## src/rtl/sl_preceptron_pkg.sv

```systemverilog
// Shared definitions for the single-layer perceptron blocks: stream FSM
// encoding, default geometry constants and the derived width helpers.
package sl_preceptron_pkg;

  typedef enum logic {
    ST_IDLE   = 1'b0,
    ST_STREAM = 1'b1
  } wt_state_t;

  localparam int          DEF_DATA_IN_LANES     = 4;
  localparam int          DEF_MEM_ADDR_WIDTH    = 16;
  localparam int          DEF_WEIGHTS_WIDTH     = 8;
  localparam int          DEF_VECTOR_LENGTH     = 64;
  localparam int unsigned DEF_SRAM_BASE_ADDRESS = 32'h1000;

  function automatic int idx_width(input int len);
    return (len > 1) ? $clog2(len) : 1;
  endfunction

  function automatic int beat_cnt_width(input int len, input int lanes);
    return idx_width(len / lanes);
  endfunction

endpackage

```

## src/rtl/sl_weight_addr_dec.sv

```systemverilog
// Combinational window decoder: flags addresses in [BASE, BASE+SPAN) and
// returns the offset into the window.
module sl_weight_addr_dec
  import sl_preceptron_pkg::*;
#(
  parameter int          ADDR_WIDTH   = DEF_MEM_ADDR_WIDTH,
  parameter int unsigned BASE_ADDRESS = DEF_SRAM_BASE_ADDRESS,
  parameter int          SPAN         = DEF_VECTOR_LENGTH,
  parameter int          IDX_WIDTH    = idx_width(SPAN)
) (
  input  logic [ADDR_WIDTH-1:0] addr,
  output logic                  hit,
  output logic [IDX_WIDTH-1:0]  index
);

  // One extra bit so an address below the base shows up as a borrow.
  logic [ADDR_WIDTH:0] offset;

  always_comb begin
    offset = {1'b0, addr} - (ADDR_WIDTH + 1)'(BASE_ADDRESS);
    hit    = !offset[ADDR_WIDTH] && (offset < (ADDR_WIDTH + 1)'(SPAN));
    index  = offset[IDX_WIDTH-1:0];
  end

endmodule

```

## src/rtl/sl_weight_bank.sv

```systemverilog
// Flop-based weight store: host read/write responder plus a valid/ready
// stream that feeds DATA_IN_LANES weights per beat to the MAC datapath.
module sl_weight_bank
  import sl_preceptron_pkg::*;
#(
  parameter int          DATA_IN_LANES     = DEF_DATA_IN_LANES,
  parameter int          MEM_ADDR_WIDTH    = DEF_MEM_ADDR_WIDTH,
  parameter int          WEIGHTS_WIDTH     = DEF_WEIGHTS_WIDTH,
  parameter int          VECTOR_LENGTH     = DEF_VECTOR_LENGTH,
  parameter int unsigned SRAM_BASE_ADDRESS = DEF_SRAM_BASE_ADDRESS
) (
  input  logic                                   clk,
  input  logic                                   rst_n,
  input  logic                                   mem_wen,
  input  logic                                   mem_ren,
  input  logic [MEM_ADDR_WIDTH-1:0]              mem_addr,
  input  logic [WEIGHTS_WIDTH-1:0]               mem_wdata,
  output logic [WEIGHTS_WIDTH-1:0]               mem_rdata,
  output logic                                   mem_err,
  input  logic                                   wt_start,
  input  logic                                   wt_ready,
  output logic                                   wt_valid,
  output logic [DATA_IN_LANES*WEIGHTS_WIDTH-1:0] wt_data,
  output logic                                   wt_last,
  output logic                                   wt_busy,
  output logic                                   wt_done
);

  localparam int NUM_BEATS = VECTOR_LENGTH / DATA_IN_LANES;
  localparam int IDX_W     = idx_width(VECTOR_LENGTH);
  localparam int CNT_W     = beat_cnt_width(VECTOR_LENGTH, DATA_IN_LANES);
  localparam int BEAT_W    = DATA_IN_LANES * WEIGHTS_WIDTH;

  logic [WEIGHTS_WIDTH-1:0] weights [VECTOR_LENGTH];
  logic                     hit;
  logic [IDX_W-1:0]         idx;

  wt_state_t                state, state_next;
  logic [CNT_W-1:0]         cnt, cnt_next;
  logic                     load;
  logic                     valid_next, last_next, done_next;
  logic [BEAT_W-1:0]        beat_next;

  sl_weight_addr_dec #(
    .ADDR_WIDTH   (MEM_ADDR_WIDTH),
    .BASE_ADDRESS (SRAM_BASE_ADDRESS),
    .SPAN         (VECTOR_LENGTH),
    .IDX_WIDTH    (IDX_W)
  ) u_dec (
    .addr  (mem_addr),
    .hit   (hit),
    .index (idx)
  );

  assign wt_busy = (state == ST_STREAM);

  // Writes are locked out while streaming so a vector is never torn mid-flight.
  always_ff @(posedge clk or negedge rst_n) begin
    if (!rst_n) begin
      for (int i = 0; i < VECTOR_LENGTH; i++) weights[i] <= '0;
      mem_rdata <= '0;
      mem_err   <= 1'b0;
    end else begin
      mem_err <= 1'b0;
      if (mem_wen) begin
        if (hit && !wt_busy) weights[idx] <= mem_wdata;
        else                 mem_err      <= 1'b1;
      end else if (mem_ren) begin
        if (hit) begin
          mem_rdata <= weights[idx];
        end else begin
          mem_rdata <= '0;
          mem_err   <= 1'b1;
        end
      end
    end
  end

  always_ff @(posedge clk or negedge rst_n) begin
    if (!rst_n) state <= ST_IDLE;
    else        state <= state_next;
  end

  always_comb begin
    state_next = state;
    load       = 1'b0;
    cnt_next   = cnt;
    valid_next = wt_valid;
    last_next  = wt_last;
    done_next  = 1'b0;
    case (state)
      ST_IDLE: begin
        if (wt_start) begin
          state_next = ST_STREAM;
          load       = 1'b1;
          cnt_next   = '0;
          valid_next = 1'b1;
          last_next  = (NUM_BEATS == 1);
        end
      end
      ST_STREAM: begin
        if (wt_valid && wt_ready) begin
          if (wt_last) begin
            state_next = ST_IDLE;
            valid_next = 1'b0;
            last_next  = 1'b0;
            done_next  = 1'b1;
          end else begin
            load      = 1'b1;
            cnt_next  = cnt + CNT_W'(1);
            last_next = (cnt_next == CNT_W'(NUM_BEATS - 1));
          end
        end
      end
      default: state_next = ST_IDLE;
    endcase
  end

  // Lane k of a beat carries weight[beat*LANES + k], lane 0 in the LSBs.
  always_comb begin
    beat_next = '0;
    for (int k = 0; k < DATA_IN_LANES; k++)
      beat_next[k*WEIGHTS_WIDTH +: WEIGHTS_WIDTH] =
        weights[IDX_W'(int'(cnt_next) * DATA_IN_LANES + k)];
  end

  always_ff @(posedge clk or negedge rst_n) begin
    if (!rst_n) begin
      cnt      <= '0;
      wt_valid <= 1'b0;
      wt_last  <= 1'b0;
      wt_done  <= 1'b0;
      wt_data  <= '0;
    end else begin
      cnt      <= cnt_next;
      wt_valid <= valid_next;
      wt_last  <= last_next;
      wt_done  <= done_next;
      if (load) wt_data <= beat_next;
    end
  end

endmodule

```

## config.mk

```make
export PLATFORM = sky130hd
export DESIGN_NAME = sl_weight_bank
export DESIGN_NICKNAME = d
export VERILOG_FILES = /design/src/rtl/sl_preceptron_pkg.sv /design/src/rtl/sl_weight_addr_dec.sv /design/src/rtl/sl_weight_bank.sv
export SDC_FILE = /design/constraint.sdc
export NUM_CORES = 1
export LEC_CHECK = 0
export ABC_CLOCK_PERIOD_IN_PS = 4270
export CAP_MARGIN = 10
export CORE_AREA = 8 8 275 277
export CTS_BUF_LIST = sky130_fd_sc_hd__clkbuf_4 sky130_fd_sc_hd__clkbuf_8
export CTS_CLUSTER_DIAMETER = 120
export DETAILED_ROUTE_END_ITERATION = 10
export DIE_AREA = 0 0 283 285
export GPL_TIMING_DRIVEN = 0
export PLACE_DENSITY = 0.65
export SLEW_MARGIN = 10
export SYNTH_ARGS = -nofsm -noshare
export SYNTH_HDL_FRONTEND = slang
export SYNTH_SLANG_ARGS = --single-unit
```

## constraint.sdc

```tcl
create_clock -name clk -period 4.27 [get_ports clk]
set_input_delay 0.6405 -clock clk [delete_from_list [all_inputs] [get_ports clk]]
set_output_delay 0.6405 -clock clk [all_outputs]
set_load 0.03 [all_outputs]
```

# After elaboration in Yosys (flattened, before gate mapping)
# Cells that the tools add are included.
# totals
out_inout_bits,45
reg_bits,561
inputBits,30
# op_classes
n_lt_le_gt_ge,7
n_reduce_logical,10
n_bitwise,7
mux,44
eq_ne,4
n_addsub,5
# op_table
op,n
$bwmux W512,1
$bmux W8 S6,5
$mux W8,12
$demux W8 S6,1
$ge A6 B7 Y1 const B,4
$not A6 Y6,4
$lt A17 B7 Y1 const B,1
$mux W1,17
$sub A16 B13 Y17 const B,1
$add A6 B2 Y6 const B,2
$mux W4,3
$pmux W1 S2,4
$pmux W4 S2,1
$ge A7 B7 Y1 const B,1
$lt A7 B1 Y1 const B,1
$not A6 Y7,1
$add A6 B1 Y6 const B,1
$reduce_and A2 Y1,3
$add A4 B1 Y4 const B,1
$eq A4 B4 Y1 const B,1
$logic_and A1 B1 Y1,4
$ne A2 B2 Y1 const B,2
$reduce_and A3 Y1,1
$logic_not A1 Y1,2
2 further kinds,3

# Longest topological paths before layout
# Gate-level depths: netlist (run 1).
# depth
depth_word,9
ltp_mapped,10
depth_no_buf,8

# Hierarchy
# From an unflattened synthesis (run 1), not the netlist that was laid out.
# hier_totals
cells_unflattened,3449
area_unflattened_um2,35911.9
# modules_own_cells
module,n_inst,seq_area_each_um2,area_per_inst_um2,cells_each
sl_weight_bank,1,14038.5,35803.1,3435
sl_weight_addr_dec,1,0.0,108.9,14

# Least setup slack after synthesis (run 1)
# Ideal clock, no wire load.
# synth_path
kind,input to register
startpoint,input mem_addr[12]
endpoint,register weights[416] in the netlist's numbering
stages,8
slack_ns,1.601
arrival_ns,2.544
setup_ns,0.125
path_cell_list,inv_1 -> ha_1 -> or3b_1 -> and4bb_1 -> buf_12 -> nand2_8 -> nor2_8 -> mux2_4
# synth_via
elab_chain_cells,5
# synth_lines
element,line,text
start: declaration,sl_weight_bank.sv:16,"input logic [MEM_ADDR_WIDTH-1:0] mem_addr,"
$sub A16 B13 Y17 *,sl_weight_addr_dec.sv:20,"offset = {1'b0, addr} - (ADDR_WIDTH + 1)'(BASE_ADDRESS);"
$lt A17 B7 Y1 / $logic_not A1 Y1 (equally long branches),sl_weight_addr_dec.sv:21,hit = !offset[ADDR_WIDTH] && (offset < (ADDR_WIDTH + 1)'(SPAN));
$logic_and A1 B1 Y1 *,sl_weight_addr_dec.sv:21,
$logic_and A1 B1 Y1 *,sl_weight_bank.sv:66,if (hit && !wt_busy) weights[idx] <= mem_wdata;
$reduce_and A2 Y1 (no line) *,n/a,
end signal: indexed assignment,sl_weight_bank.sv:66,
end: declaration,sl_weight_bank.sv:34,logic [WEIGHTS_WIDTH-1:0] weights [VECTOR_LENGTH];
# Mark *: on every way between the ends. The rest lies on a longest branch, timed or not.
# A chain may end at the register's enable or synchronous reset.

# Worst setup path in the final report (run 1)
# layout_path
startpoint,register wt_last
endpoint,register wt_data[16]
# layout_via
elab_chain_cells,8
# layout_lines
element,line,text
start: declaration,sl_weight_bank.sv:24,"output logic wt_last,"
start signal: assignment,sl_weight_bank.sv:137,wt_last <= last_next;
$mux W4,sl_weight_bank.sv:103,if (wt_last) begin
$mux W4,sl_weight_bank.sv:102,if (wt_valid && wt_ready) begin
$pmux W4 S2,sl_weight_bank.sv:91,case (state)
$add A6 B2 Y6,sl_weight_bank.sv:124,weights[IDX_W'(int'(cnt_next) * DATA_IN_LANES + k)];
$not A6 Y6 (not written as such),sl_weight_bank.sv:124,
$bmux W8 S6,sl_weight_bank.sv:124,
$mux W8 (not written as such) (2 in series),sl_weight_bank.sv:124,
end signal: assignment,sl_weight_bank.sv:139,if (load) wt_data <= beat_next;
end: declaration,sl_weight_bank.sv:23,"output logic [DATA_IN_LANES*WEIGHTS_WIDTH-1:0] wt_data,"
# Parallel ways exist; a longest one is shown, timed or not. The select of a mux whose other input is x is not followed.

==> results of run 1 <==
[metal layers]
metal	global-route usage, %	vias to the layer above
met1	50.0	13900
met5	0	-
met3	18.3	538
met4	22.9	18
met2	54.8	2290
li1	-	10300
[cells in the mapped netlist, types with 3 or more instances]
master     count
buf_4         15
o21ai_0      138
a2bb2oi_1      3
nor3b_1        3
nand3_1      268
buf_1         20
o22ai_1       66
a21oi_1      121
a211oi_1      43
nand2_1       48
buf_2         41
o221ai_1      54
inv_1          7
or2_2          6
and3_1         5
clkbuf_1     164
o2111ai_1      3
o21ai_1       53
nand2_8        9
nand4b_1       3
nor2b_1        4
nor2_8        64
o31ai_1        6
mux4_2        65
a211o_1        3
mux2_4        64
and2_1         4
nor2_1        26
o211ai_1      66
mux2_1       532
ha_1           3
a32o_1         4
a22oi_1        8
mux2_2        47
nand2b_1      12
mux2i_1       33
o22a_1         7
dfrtp_1      561
[report_power, final]
part	internal (mW)	total (mW)	leakage (nW)	switching [mW]
Combinational	1.33	6.56	8.72	5.23
Sequential	5.48	5.73	7.79	0.250
Clock	3.11	5.58	1.15	2.47
[sequential cells by signal (all words and copies together), names as in the netlist]
register,flops
cnt,4
mem_err,1
mem_rdata,8
weights,512
wt_busy,1
wt_data,32
wt_done,1
wt_last,1
wt_valid,1
[per-stage QoR]
| step | instances | util (%) | total power [mW] | instance area [um^2] | hold WS, ps |
|---|---|---|---|---|---|
| after detailed placement | 3637 | 47.3 | 11.9 | 33600 | 492 |
| final | 3820 | 50.4 | 17.9 | 35800 | 431 |
| after global routing | 3816 | 50.4 | 18.1 | 35800 | 484 |
| after floorplan | 2618 | - | 8.68 | 31600 | 345 |
| after global placement | 3632 | 47.1 | 11.9 | 33400 | 482 |
| after CTS | 3813 | 50.4 | 17.4 | 35800 | 442 |
[path summary, 6_finish.rpt]
kind	to	start	slack, ps
max reg2reg	wt_data[16]	wt_last	-200
min	weights[386]	rst_n	430
min reg2reg	weights[78]	weights[78]	510
max in group asynchronous	weights[143]	rst_n	1850
max	wt_data[16]	wt_last	-200
min in group clk	mem_err	mem_ren	490
[worst max-delay path: cells and delay by family (launching register included)]
| kind | cells | cell delay [ps] |
|---|---|---|
| compound gates | 2 | 940 |
| buf+inv | 3 | 1340 |
| flops | 1 | 420 |
| simple gates | 4 | 1540 |
[cells by family (layout without fill, tap and decap cells)]
| group | Yosys count | in the layout | synth area share (%) |
|---|---|---|---|
| adder cells (fa/ha/maj) | 3 | 3 | 0.119 |
| other | 0 | 6 | 0 |
| AND/OR/NAND/NOR | 470 | 470 | 11.0 |
| flip-flops | 561 | 561 | 44.4 |
| multiplexers | 741 | 741 | 29.3 |
| buffers and inverters | 252 | 498 | 3.43 |
| XOR/XNOR | 3 | 3 | 0.0831 |
| AO/OA/AOI/OAI | 588 | 588 | 11.6 |
[repair_timing]
action | CTS | global route
resized for setup | 0 | 1
hold endpoints to repair | 61 | 0
setup endpoints to repair | 0 | 7
hold buffers | 1 | 0
[final cells by class]
cell class	instances	area [um^2]	share of cell area [%]
buffer	243	1050	2.94
antenna	6	15.0	0.0419
clock buffer	152	1920	5.37
multi-input combinational	1805	16500	46.1
timing repair buffer	71	805	2.25
inverter	9	33.8	0.0944
tap	950	1190	3.32
sequential	561	14000	39.2
clock inverter	23	243	0.678
==> Implementation_results.wiki, run 1 <==
{| class="wikitable"
! Metric !! Value
|-
| Setup violation total in the final timing report || 5
|-
| Die height || 285 um
|-
| Number of global-route vias before repair || 26200
|-
| Type of the most critical hold path || in -> async
|-
| Ratio of cells with drive above 1 in the final layout || 17.8%
|-
| IR drop worst, VDD || 0.280 mV
|-
| Post-Place Setup Slack || -493 ps
|-
| Top cells by area in the synthesized netlist || dfrtp_1 44%, mux2_1 19%, mux4_2 4.6%, nand3_1 4.2%, nor2_8 4.1%
|-
| Least setup slack across all paths after layout || -196 ps
|-
| Violation count after the first detailed-route iteration || 4204
|-
| Max-cap violation count || 0
|-
| Skew-Pair Late Insertion Delay || 750 ps
|-
| Average vias per placed instance || 7.08
|-
| Total Die Area || 80700 um^2
|-
| Number of nets in the final layout || 2825
|-
| Die boundary width || 283 um
|-
| Slowest stage cell, crit path || nor2_1
|-
| Fraction of registers with async set/reset || 100%
|-
| Kind of start point of the critical path || flop
|-
| Wire per inst || 43.0 um
|-
| Ports || 75
|-
| Most used cells in the layout excluding fill and tap cells || 561 x dfrtp_1, 532 x mux2_1, 268 x nand3_1
|-
| # DRC || 0
|-
| ANT nets after route || 0
|-
| Sequential element share of the synthesized area || 44.4%
|-
| Post-synth top flop || dfrtp_1
|-
| Period utilization || 105%
|-
| Synth-to-layout area growth || 13.2%
|-
| Max-slew violations || 0
|-
| TritonCTS sink count || 561
|-
| Fill count || 6342
|-
| Instance count of the mapped netlist || 2618
|-
| Category of the critical setup timing path || reg -> reg
|-
| WL met2 || 66600 um
|-
| Worst-path fanout max || 10
|-
| Final TNS setup || -402 ps
|-
| Slowest stage delay, CP || 710 ps
|-
| Combined area of all synthesized cells || 31600 um^2
|-
| Count of buffers from port buffering || 64
|-
| Global placement routability congestion || 1.09
|-
| Total count of hold-check failures in the final report || 0
|-
| Rows || 98
|-
| Top cell type's share of synthesized area || 44.4%
|-
| Flip-flop and latch count after synthesis || 561
|-
| Sum of routed wire segments on met1 || 61800 um
|-
| Maximum buffer depth of the clock tree || 3
|-
| CTS tree || done
|-
| First-pass GRT wire length || 222000 um
|-
| Leading cell type in the layout, fill and taps excluded || dfrtp_1
|-
| Dpl hpwl || 121000 um
|-
| Maximum frequency from static timing analysis || 224 MHz
|-
| Number of distinct library cell variants in the gate-level netlist after synthesis || 68
|-
| Max-slew headroom at the worst pin || 4.19%
|-
| Endpoint kind of the worst setup timing path || flop
|-
| CP arrival || 4990 ps
|-
| Worst Clk Skew || 31.2 ps
|-
| Number of synthesized flops with an enable pin || 0
|-
| Static power due to leakage || 17.7 nW
|-
| Endpoint required time on the critical path || 4800 ps
|-
| Overflow after GRT || 0
|-
| Pwr/cell area || 499 nW/um^2
|-
| Synth warn || 0
|-
| Mean post-synth cell area || 12.1 um^2
|-
| Effective utilization at floorplan || 44.5%
|-
| Overall fraction of global-route tracks in use || 39.5%
|-
| RSZ-0062 raised after global routing || false
|-
| Total CTS buffers || 101
|-
| Cells traversed along the worst timing path || nand4b_1 -> nor2_1 -> nor2_2 -> inv_2 -> buf_2 -> clkbuf_1 -> nand3_1 -> a21oi_1 -> o211ai_1
|-
| Highest metal layer with signal wires || met5
|-
| Routed via count || 27000
|-
| Antenna violations before repair || 21
|-
| Clk root buf || clkbuf_8
|-
| Placeable Area || 71000 um^2
|-
| Violations in the final reports || negative setup slack
|-
| Post-CTS setup buffer count || 0
|-
| Number of cells on the worst reg-to-reg path || 9
|-
| Routed wire length || 164000 um
|-
| Pin count of the biggest net entering global routing || 113
|-
| Maximum level of the CTS H-tree || 3
|-
| Detailed Routing Iterations Pass 1 || 9
|-
| Period minus WS final || 4470 ps
|-
| Tightest Pin Transition || 1440 ps
|-
| Run status || finished, violations left
|-
| Area leader, netlist || dfrtp_1
|-
| Total nets after synthesis || 2651
|-
| Clock transition at the register clock pins on the worst setup and hold paths after CTS || 70 ps
|-
| Detail Route met3 WL || 24000 um
|}
Note: power is estimated with default switching activity, not from simulation.
==> run 2: changes to the inputs <==
--- a/config.mk
+++ b/config.mk
@@ -7,13 +7,14 @@
 export LEC_CHECK = 0
 export ABC_CLOCK_PERIOD_IN_PS = 4270
 export CAP_MARGIN = 10
+export CELL_PAD_IN_SITES_DETAIL_PLACEMENT = 0
+export CELL_PAD_IN_SITES_GLOBAL_PLACEMENT = 1
 export CORE_AREA = 8 8 275 277
 export CTS_BUF_LIST = sky130_fd_sc_hd__clkbuf_4 sky130_fd_sc_hd__clkbuf_8
 export CTS_CLUSTER_DIAMETER = 120
 export DETAILED_ROUTE_END_ITERATION = 10
 export DIE_AREA = 0 0 283 285
-export GPL_TIMING_DRIVEN = 0
-export PLACE_DENSITY = 0.65
+export PLACE_DENSITY = 0.76
 export SLEW_MARGIN = 10
 export SYNTH_ARGS = -nofsm -noshare
 export SYNTH_HDL_FRONTEND = slang
==> run 2 against run 1 <==
Net effect:
- the run now ends clean
- via count decreased by 7.2%
- largest power group unchanged
- register-to-register slack better by 1400 ps
- combinational power fell by 5.6%
- utilization up 0.23 points
- first-iteration DRC count shrank 12%
- sequential share of layout area decreased by 0.18 points
- global-route usage down 9.1 points
- worst hold slack improved by 41 ps
- routed wire length decreased by 24%
==> Implementation_results.wiki, run 2 (synthesized netlist as in run 1, its figures left out) <==
{| class="wikitable"
! Metric !! Value
|-
| Violation count after the first detailed-route iteration || 3680 (-12%)
|-
| Clk root buf || clkbuf_8
|-
| Global placement routability congestion || 0.990 (-9.6%)
|-
| Ports || 75 (unchanged)
|-
| Maximum level of the CTS H-tree || 3 (unchanged)
|-
| Overflow after GRT || 0 (unchanged)
|-
| Fill count || 6124 (-3.4%)
|-
| Number of flip-flops in the largest register || 512 (unchanged)
|-
| Endpoint kind of the worst setup timing path || flop
|-
| Routed via count || 25100 (-7.2%)
|-
| Synth-to-layout area growth || 13.8%
|-
| Slowest stage cell, crit path || a2111oi_0
|-
| Maximum buffer depth of the clock tree || 3 (unchanged)
|-
| Gate family responsible for the most delay along the worst path || simple AND/OR/NAND/NOR gates
|-
| # DRC || 0 (unchanged)
|-
| Die height || 285 um (unchanged)
|-
| Effective utilization at floorplan || 44.5% (unchanged)
|-
| Total count of hold-check failures in the final report || 0 (unchanged)
|-
| Run status || completed
|-
| IR drop worst, VDD || 1.00 mV (+260%)
|-
| First-pass GRT wire length || 182000 um (-18%)
|-
| Max-slew headroom at the worst pin || 36.0% (+32 points)
|-
| Clock transition at the register clock pins on the worst setup and hold paths after CTS || 70 ps (about the same)
|-
| Worst-path fanout max || 8 (-2)
|-
| Antenna violations before repair || 12 (-43%)
|-
| Kind of start point of the critical path || input pin
|-
| Detailed Routing Iterations Pass 1 || 8 (-1)
|-
| Period minus WS final || 3150 ps (-1320 ps)
|-
| Count of buffers from port buffering || 74 (+16%)
|-
| Placeable Area || 71000 um^2 (unchanged)
|-
| Rows || 98 (unchanged)
|-
| Max-slew violations || 0 (unchanged)
|-
| Overall fraction of global-route tracks in use || 30.3% (-9.1 points)
|-
| TritonCTS sink count || 561 (unchanged)
|-
| Number of nets in the final layout || 2712 (-4.0%)
|-
| Registers with the most flip-flops || weights: 512 flops, wt_data: 32 flops, mem_rdata: 8 flops
|-
| ANT nets after route || 0 (unchanged)
|-
| Register with the most flip-flops || weights
|-
| Routed wire length || 126000 um (-24%)
|-
| Pwr/cell area || 486 nW/um^2 (-2.6%)
|-
| Period utilization || 73.7% (-31 points)
|-
| Total Die Area || 80700 um^2 (unchanged)
|-
| Die boundary width || 283 um (unchanged)
|-
| CP arrival || 3820 ps (-1170 ps)
|-
| RSZ-0062 raised after global routing || false
|-
| Max-cap violation count || 0 (unchanged)
|-
| Endpoint required time on the critical path || 4940 ps (+140 ps)
|-
| Cells traversed along the worst timing path || clkdlybuf4s50_1 -> inv_1 -> ha_1 -> or3b_1 -> or4_4 -> nor2_4 -> o21ai_1 -> a2111oi_0 -> a32o_1
|-
| Average vias per placed instance || 6.77 (-4.4%)
|-
| Setup violation total in the final timing report || 0 (-5)
|-
| Ratio of cells with drive above 1 in the final layout || 21.6% (+3.8 points)
|-
| Post-CTS setup buffer count || 0 (unchanged)
|-
| Static power due to leakage || 17.9 nW (+1.2%)
|-
| Maximum frequency from static timing analysis || 318 MHz (+42%)
|-
| Wire per inst || 33.9 um (-21%)
|-
| Number of global-route vias before repair || 24500 (-6.7%)
|-
| Skew-Pair Late Insertion Delay || 750 ps (about the same)
|-
| Category of the critical setup timing path || in -> reg
|-
| Pin count of the biggest net entering global routing || 97 (-14%)
|-
| Count of hold buffers inserted by post-cts repair || 1 (unchanged)
|-
| Type of the most critical hold path || in -> reg
|-
| Dpl hpwl || 86400 um (-29%)
|-
| CTS-repair resized insts || 0 (unchanged)
|-
| Most used cells in the layout excluding fill and tap cells || 561 x dfrtp_1, 532 x mux2_1, 265 x nand3_1
|-
| Total CTS buffers || 98 (-3.0%)
|-
| Slowest stage delay, CP || 630 ps (-80 ps)
|-
| Leading cell type in the layout, fill and taps excluded || dfrtp_1
|-
| Tightest Pin Transition || 959 ps (-478 ps)
|-
| Worst Clk Skew || 74.9 ps (+43.7 ps)
|-
| Worst Hold Margin || 472 ps (+40.7 ps)
|-
| CTS tree || done
|-
| Final TNS setup || 0 ps (+402 ps)
|-
| Buf+Inv Stages, Crit Path || 2 (-1)
|}
-- run 2: stage by stage --
stage	instance area [um^2]	power, mW	cells	setup WS, ps	util [%]
2_1_floorplan	31600	8.68	2618	1600	-
3_3_place_gp	33800	11.7	3528	551	47.5
3_5_place_dp	33800	11.7	3528	482	47.5
4_1_cts	35900	17.3	3700	1270	50.6
5_1_grt	36000	17.9	3701	957	50.6
6_report	36000	17.5	3706	1120	50.7
-- run 2: worst register-to-register path: stages (launching register included) --
cell and delay [ps]:
dfrtp_1 490, ha_1 310, xor2_1 210, a21oi_1 110
nand3_1 440, buf_4 330, a21oi_1 60, a211oi_1 740
o211ai_1 210
-- run 2: routing by layer --
layer | part of all wire, % | global-route usage [%]
met5 | 0.043 | 0
met4 | 6.0 | 16.6
met3 | 12 | 9.70
met2 | 43 | 43.9
met1 | 39 | 40.2
-- run 2: cell type report --
cell class / count / area (um^2) / area share (%)
Antenna cell: 6 / 15.0 / 0.0417
Clock buffer: 152 / 1950 / 5.42
Clock inverter: 19 / 239 / 0.665
Inverter: 9 / 33.8 / 0.0939
Multi-Input combinational cell: 1805 / 16600 / 46.0
Sequential cell: 561 / 14000 / 39.0
Tap cell: 950 / 1190 / 3.31
Timing Repair Buffer: 204 / 1940 / 5.40
-- run 2: path summary, 6_finish.rpt --
path	end	slack (ps)	startpoint	depth (start not counted)
worst max-delay path	mem_rdata[0]	1120	mem_addr[12]	9
worst min-delay path	mem_err	470	mem_ren	3
worst max register to register	wt_data[22]	1180	cnt[1]	8
worst min register to register	weights[310]	500	weights[310]	1
max in group asynchronous	weights[111]	2570	rst_n	3
min in group asynchronous	weights[379]	580	rst_n	2
-- run 2: where the power goes --
part           internal [mW]  leakage, nW  switching [mW]  total [mW]
Combinational           1.66         8.94            4.54        6.19
Sequential              5.48         7.79           0.261        5.74
Clock                   3.14         1.15            2.42        5.56
